## src/rtl/wb_bram_pkg.sv

```systemverilog
// Shared definitions for the Wishbone-to-BRAM controller: FSM states,
// default geometry and the word returned when the BRAM never answers.
package wb_bram_pkg;

    typedef enum logic [1:0] {
        ST_IDLE   = 2'd0,
        ST_ACCESS = 2'd1,
        ST_RESP   = 2'd2
    } state_t;

    localparam logic [7:0]  BASE_DEF    = 8'h38;
    localparam int          ADDR_W_DEF  = 10;
    localparam int          TIMEOUT_DEF = 32;
    localparam logic [31:0] ERR_WORD    = 32'hFFFF_FFFF;

    // Write lanes presented to the BRAM: nothing unless this is a write.
    function automatic logic [3:0] lane_mask(input logic we, input logic [3:0] sel);
        return we ? sel : 4'b0000;
    endfunction

endpackage

```

## src/rtl/wb_bram_ctrl.sv

```systemverilog
// Wishbone classic slave in front of the user-project BRAM: holds each
// request on the BRAM port until READY, then returns a single-cycle ack.
module wb_bram_ctrl
    import wb_bram_pkg::*;
#(
    parameter int          ADDR_W  = ADDR_W_DEF,
    parameter logic [7:0]  BASE    = BASE_DEF,
    parameter int          TIMEOUT = TIMEOUT_DEF
) (
    input  logic        CLK,
    input  logic        RST,
    input  logic        wbs_cyc_i,
    input  logic        wbs_stb_i,
    input  logic        wbs_we_i,
    input  logic [3:0]  wbs_sel_i,
    input  logic [31:0] wbs_adr_i,
    input  logic [31:0] wbs_dat_i,
    output logic        wbs_ack_o,
    output logic [31:0] wbs_dat_o,
    output logic        bram_en,
    output logic [3:0]  bram_we,
    output logic [31:0] bram_a,
    output logic [31:0] bram_di,
    input  logic [31:0] bram_do,
    input  logic        bram_ready
);

    localparam int CNT_W = $clog2(TIMEOUT + 1);

    state_t              state;
    logic [ADDR_W-1:0]   adr_q;
    logic [31:0]         dat_q;
    logic [3:0]          sel_q;
    logic                we_q;
    logic [CNT_W-1:0]    tmo_cnt;
    logic                abort;

    logic hit;
    logic in_access;
    logic abort_now;
    logic tmo_hit;
    logic unused_adr;

    assign hit       = wbs_cyc_i & wbs_stb_i & (wbs_adr_i[31:24] == BASE);
    assign in_access = (state == ST_ACCESS);
    // A cycle dropped in the very READY cycle counts as an abort too.
    assign abort_now = abort | ~wbs_cyc_i;
    assign tmo_hit   = (tmo_cnt == CNT_W'(TIMEOUT - 1));

    // EN falls in the READY cycle so the BRAM's latency counter stays aligned.
    assign bram_en = in_access & ~bram_ready;
    assign bram_we = bram_en ? lane_mask(we_q, sel_q) : 4'b0000;
    assign bram_a  = {{(32 - ADDR_W){1'b0}}, adr_q};
    assign bram_di = dat_q;

    assign unused_adr = ^{wbs_adr_i[23:ADDR_W+2], wbs_adr_i[1:0]};

    always_ff @(posedge CLK) begin
        if (RST) begin
            state     <= ST_IDLE;
            wbs_ack_o <= 1'b0;
            wbs_dat_o <= '0;
            adr_q     <= '0;
            dat_q     <= '0;
            sel_q     <= '0;
            we_q      <= 1'b0;
            tmo_cnt   <= '0;
            abort     <= 1'b0;
        end else begin
            wbs_ack_o <= 1'b0;
            case (state)
                ST_IDLE: begin
                    if (hit) begin
                        adr_q   <= wbs_adr_i[ADDR_W+1:2];
                        dat_q   <= wbs_dat_i;
                        sel_q   <= wbs_sel_i;
                        we_q    <= wbs_we_i;
                        tmo_cnt <= '0;
                        abort   <= 1'b0;
                        state   <= ST_ACCESS;
                    end
                end
                ST_ACCESS: begin
                    if (!wbs_cyc_i) begin
                        abort <= 1'b1;
                    end
                    if (bram_ready) begin
                        wbs_dat_o <= bram_do;
                        if (abort_now) begin
                            state <= ST_IDLE;
                        end else begin
                            state     <= ST_RESP;
                            wbs_ack_o <= 1'b1;
                        end
                    end else if (tmo_hit) begin
                        wbs_dat_o <= ERR_WORD;
                        if (abort_now) begin
                            state <= ST_IDLE;
                        end else begin
                            state     <= ST_RESP;
                            wbs_ack_o <= 1'b1;
                        end
                    end else begin
                        tmo_cnt <= tmo_cnt + CNT_W'(1);
                    end
                end
                ST_RESP: begin
                    state <= ST_IDLE;
                end
                default: begin
                    state <= ST_IDLE;
                end
            endcase
        end
    end

endmodule

```

## config.mk

```make
export PLATFORM = sky130hd
export DESIGN_NAME = wb_bram_ctrl
export DESIGN_NICKNAME = d
export VERILOG_FILES = /design/src/rtl/wb_bram_pkg.sv /design/src/rtl/wb_bram_ctrl.sv
export SDC_FILE = /design/constraint.sdc
export NUM_CORES = 1
export LEC_CHECK = 0
export ABC_AREA = 1
export CORE_ASPECT_RATIO = 1.75
export CORE_MARGIN = 1.5
export CORE_UTILIZATION = 38
export CTS_CLUSTER_DIAMETER = 80
export DETAILED_ROUTE_END_ITERATION = 7
export GPL_TIMING_DRIVEN = 0
export PLACE_DENSITY = 0.86
export RECOVER_POWER = 50
export SYNTH_ARGS = -nofsm -noshare
export SYNTH_HDL_FRONTEND = slang
export SYNTH_SLANG_ARGS = --single-unit
```

## constraint.sdc

```tcl
create_clock -name CLK -period 1.8 [get_ports CLK]
set_clock_uncertainty 0.1 [all_clocks]
set_input_delay 0.27 -clock CLK [delete_from_list [all_inputs] [get_ports CLK]]
set_output_delay 0.27 -clock CLK [all_outputs]
set_load 0.02 [all_outputs]
```

=== Word-level counts from Yosys, hierarchy flattened ===
Cells that the tools add are included.

* Memories kept: 0
* ROM bits: 0
* Bits in writable memories: 0
* Register bits after elaboration: 89
* Word-level logic and storage cells: 53
* Bits in latches: 0
* Output and inout bits: 102
* Input port bits: 106

* Add/sub/neg operators: 1
* Divide/modulo/power cells: 0
* Muxes and demuxes: 19
* Shift-type cells: 0
* Equality and inequality tests: 8
* $mul: 0
* $lt $le $gt $ge: 0
* Reduce and logical (&&, ||, !) cells: 9
* Bitwise logic cells: 7

{| class="wikitable"
|+ Operators by type and width
! kind !! count
|-
| 32-bit 2-to-1 mux || 2
|-
| 6-bit 2-to-1 mux || 3
|-
| 6-bit one-hot mux with 2 select lines || 1
|-
| 8-bit by 6-bit == test with 1-bit output (second input constant) || 1
|-
| 2-bit 2-to-1 mux || 4
|-
| 4-bit 2-to-1 mux || 2
|-
| 2-bit inequality test (second input constant) || 4
|-
| 6-bit by 1-bit adder with 6-bit output (second input constant) || 1
|-
| 6-bit by 5-bit == test with 1-bit output (second input constant) || 1
|-
| 2-bit AND reduction || 3
|-
| 1-bit 2-to-1 mux || 5
|-
| 2-bit one-hot mux with 2 select lines || 1
|-
| 4-bit AND reduction || 1
|-
| 2-bit nonzero test || 2
|-
| 1-bit AND || 3
|-
| 3-bit by 2-bit inequality test with 1-bit output (second input constant) || 1
|-
| 1-bit inverter || 3
|-
| 3-bit AND reduction || 1
|-
| 2-bit by 1-bit == test with 1-bit output (second input constant) || 1
|-
| 2-bit logical NOT || 1
|-
| 1-bit one-hot mux with 2 select lines || 1
|-
| 2-bit OR reduction || 1
|-
| 1-bit OR || 1
|}

=== Logic depth before layout (Yosys ltp) ===
* Word-level depth: 6
* Depth in mapped cells: 9
* Mapped depth without buffers: 9

=== Worst setup path before layout ===
OpenSTA, ideal clock, no wires.

* Path type: reg2out
* Start: register state[1]
* End: output bram_we[0]
* Data required time: 1430 ps
* Cell stages (with the launch flop): 6
* Path buffers: 0
* Data arrival time: 1302 ps
* Path slack: 128 ps
* Cell sequence: dfxtp_1 inv_1 nand2_2 nor2_1 inv_1 nor2_1

* Longest elaborated chain between the ends: 3

{| class="wikitable"
|+ RTL lines
! item !! line !! source
|-
| start: declaration || wb_bram_ctrl.sv:30 || <nowiki>state_t state;</nowiki>
|-
| start signal: assignment || wb_bram_ctrl.sv:60 || <nowiki>state <= ST_IDLE;</nowiki>
|-
| start signal: assignment || wb_bram_ctrl.sv:80 || <nowiki>state <= ST_ACCESS;</nowiki>
|-
| start signal: assignment || wb_bram_ctrl.sv:90 || <nowiki>state <= ST_IDLE;</nowiki>
|-
| 2-bit by 1-bit == test with 1-bit output || wb_bram_ctrl.sv:45 || <nowiki>assign in_access = (state == ST_ACCESS);</nowiki>
|-
| 1-bit AND || wb_bram_ctrl.sv:51 || <nowiki>assign bram_en = in_access & ~bram_ready;</nowiki>
|-
| via bram_en || wb_bram_ctrl.sv:20 || <nowiki>output logic bram_en,</nowiki>
|-
| 4-bit 2-to-1 mux || wb_bram_ctrl.sv:52 || <nowiki>assign bram_we = bram_en ? lane_mask(we_q, sel_q) : 4'b0000;</nowiki>
|-
| end: declaration || wb_bram_ctrl.sv:21 || <nowiki>output logic [3:0] bram_we,</nowiki>
|}

The timed path passes the listed nets, and every way through them passes these cells.

=== Final worst setup path ===
* Start: register wbs_dat_o[27]
* End: output wbs_dat_o[27]

{| class="wikitable"
|+ RTL lines
! item !! line !! source
|-
| start: declaration || wb_bram_ctrl.sv:19 || <nowiki>output logic [31:0] wbs_dat_o,</nowiki>
|-
| start signal: assignment || wb_bram_ctrl.sv:88 || <nowiki>wbs_dat_o <= bram_do;</nowiki>
|}

No word-level cell between the ends.

==> out/results.ini <==
[grt]
antenna_found_initial=0
busiest_layer=met2
globalRouteOverflowTotal=0
met2_usage_pct=38.1
use_met1_pct=20.3
grt_pass1_vias=3697
grt_usage_pct=20.2
grt_max_degree=15
grt.met3_usage_pct=4.28
grt_pass1_wl_mm=16.7

[setup_path]
r2r-end=wbs_dat_o[0]
r2r-start=tmo_cnt[0]
crit_family=buffers and inverters
cp-end-kind=output pin
slowest_delay_ns=0.69
cp.required_ns=1.43
path_max_fanout=2
worst-r2r-cell-count=8
crit_buf_inv=1
r2r_slack_ns=0.13
cp_data_arrival_time_ns=1.36
slowest_stage=dlygate4sd3_1
path_cells=dlygate4sd3_1
start_kind=flip-flop
critPathKind=reg -> out

[finish]
layout.nets=800
final_cell_count_no_fill=820
fin_area_sq_um=5930
fin_util_pct=63.0
diodes=0
register_area_sq_um=1780
drive_gt1_share_pct=12.9
fillCellCount=814
syn_to_final_growth_pct=61.5
multi_input_area_sq_um=1390

[floorplanning]
die_area_sq_um=10300
pin_count=208
coreArea_sq_um=9410
die_w_um=77.3
std_cell_rows=47
start_util_pct=39.0
die_y_um=133

[power_and_ir_drop]
pwr-share-clk_pct=43.9
p_comb_share_pct=9.3
power.switching_w=0.000886
powerDensity_nw_per_um2=710
power.static_leakage_nw=2.86
intPower_w=0.00332
seq_power_share_pct=46.8
vdd_drop_max_uv=513
fin_total_pwr_w=0.00421
swShare_pct=21.0

[synthesis]
ys_ff_latch=89
yosys_most_used_dff=dfxtp_1
synth_edf_count=0
netlist_area_sq_um=3670
synthCells=488
yosysUniqueCellTypes=28
async_flop_share_pct=0
yosysWarnings=0
syn_avg_cell_area_sq_um=7.53
yosysSeqAreaShare_pct=48.5

[sta]
worstMarginPinSlew_ns=0.505
final_max_slew_viol_count=0
slew_headroom_pct=66.3
setup_viol=0
rsz0062_at_grt=false
fmax_mhz=578
post-route-min-period_ns=1.73
hold_violations=0
fin_crit_sh_pct=96.1

[place]
portBuffers=171
dp_hpwl_mm=8.28
dp.cells=802
place_area_sq_um=5620
gp_congestion=0.750

[routing]
vias_per_cell=4.50
first_iter_violations=80
vias=3689
drc=0
drt_first_pass_iters=4
route.antenna.remaining_nets=0
routed_wl_mm=10.3
routedWlPerCell_um=12.6

[clock_network]
clkTransAtPathRegs_ns=0.06
cts_root_buffer=clkbuf_16
cts_buffers=9
clk_latency_ns=0.33
cts_tree=built
clk_path_buf_depth=2
cts_sinks=89
htree_levels=3
hold_buffers=0

[min_path]
holdCritStartpoint=wbs_dat_o[12]
hold_path.class=reg -> reg
whs_endpoint=wbs_dat_o[12]
holdPathStages=2

[job]
max_cap_viol_count=0

[run_status]
status=finished, final reports clean

==> sequential cells by signal, summed over array words and instances, names as in the netlist <==
signal / flops
sel_q: 4
state: 2
abort: 1
tmo_cnt: 6
bram_di: 32
adr_q: 10
wbs_ack_o: 1
wbs_dat_o: 32
we_q: 1
==> cell type report <==
class	instances	area share (%)
Buffer	48	5.27
Sequential cell	89	30.1
Clock buffer	12	4.16
Timing Repair Buffer	173	28.7
Multi-Input combinational cell	295	23.5
Clock inverter	4	0.886
Inverter	77	4.87
Tap cell	122	2.57
==> cells in the mapped netlist (2+ instances only) <==
cell type | n | area [sq um]
inv_1 | 67 | 251
buf_4 | 23 | 173
nand2_1 | 22 | 82.6
buf_2 | 10 | 50.1
nor2_1 | 110 | 413
o21ai_2 | 10 | 87.6
inv_2 | 10 | 37.5
o21ai_0 | 67 | 335
clkbuf_1 | 12 | 45.0
dfxtp_1 | 89 | 1780
a21oi_1 | 38 | 190
nand2_2 | 3 | 18.8
buf_6 | 3 | 33.8
nor3b_1 | 2 | 15.0
nand3_1 | 7 | 35.0
o21ai_1 | 2 | 10.0
and2_1 | 2 | 12.5
==> power by group through the flow <==
stage	Clock (W)	Combinational [W]	Sequential, W
floorplan	0	0.000160	0.00202
global placement	0	0.000380	0.00202
detailed placement	0	0.000384	0.00202
CTS	0.00189	0.000387	0.00197
global route	0.00198	0.000427	0.00197
finish	0.00185	0.000391	0.00197
==> logic make-up after synthesis <==
group	count (synthesis)	share of synthesized area, %
DFF	89	48.5
adders and majority gates	1	0.341
and+or+nand+nor	152	17.1
xor gates and xnor gates	1	0.239
buffers and inverters	125	16.1
other	1	0.102
AOI/OAI and AO/OA	119	17.6
==> timing repair <==
item                                    in CTS  in global routing
endpoints found under the setup margin       8                 42
gates resized for setup                     23                 21
pin swaps                                    1                  2
setup buffers                                1                  1
==> worst max path at each step <==
stage / startpoint / to / cells past startpoint
6_report: wbs_dat_o[27] / wbs_dat_o[27] / 1
5_1_grt: state[1] / bram_we[2] / 6
4_1_cts: wbs_cyc_i / bram_di[7] / 8
3_5_place_dp: bram_ready / bram_we[1] / 5
3_3_place_gp: bram_ready / bram_we[0] / 5
2_1_floorplan: state[1] / bram_we[0] / 5
==> per-stage QoR <==
| step | worst slack (ns) | hold slack (ns) | TNS, ns |
|---|---|---|---|
| floorplan | 0.128 | 0.334 | 0 |
| global route | 0.000310 | 0.394 | 0 |
| detailed placement | -0.515 | 0.346 | -15.63 |
| finish | 0.0708 | 0.359 | 0 |
| global placement | -0.492 | 0.345 | -14.14 |
| CTS | 0.0156 | 0.369 | 0 |
==> cell usage in the layout, fill, tap and decap left out <==
cell type and count:
dfxtp_1 88, o21ai_2 10, nand4_1 1, clkbuf_16 9, clkbuf_1 10, nor2_1 109, nand2_2 2, conb_1 22
clkdlybuf4s50_1 110, o21ai_0 59, xnor2_1 1, buf_6 4, a21oi_1 38, nand3b_1 1, a21oi_4 1, inv_2 10
nand2_4 2, dfxtp_2 1, ha_1 1, bufinv_16 1, inv_1 67, nor3_1 1, clkbuf_2 6, nor2_4 2
clkinvlp_4 3, o21ai_1 10, nand2_1 22, nor3b_1 2, nand3_1 7, dlygate4sd3_1 56, buf_2 11, a21boi_0 1
and2_1 2, buf_4 26, nand3_2 1, clkbuf_8 1
==> routing by layer <==
metal / up-vias / routed length, um / share of wire [%]
met5: - / 0 / 0
met4: 0 / 338 / 3.3
met3: 24 / 671 / 6.5
met2: 152 / 5590 / 54
met1: 1640 / 3730 / 36
li1: 1873 / - / -
Note: power is estimated with default switching activity, not from simulation.
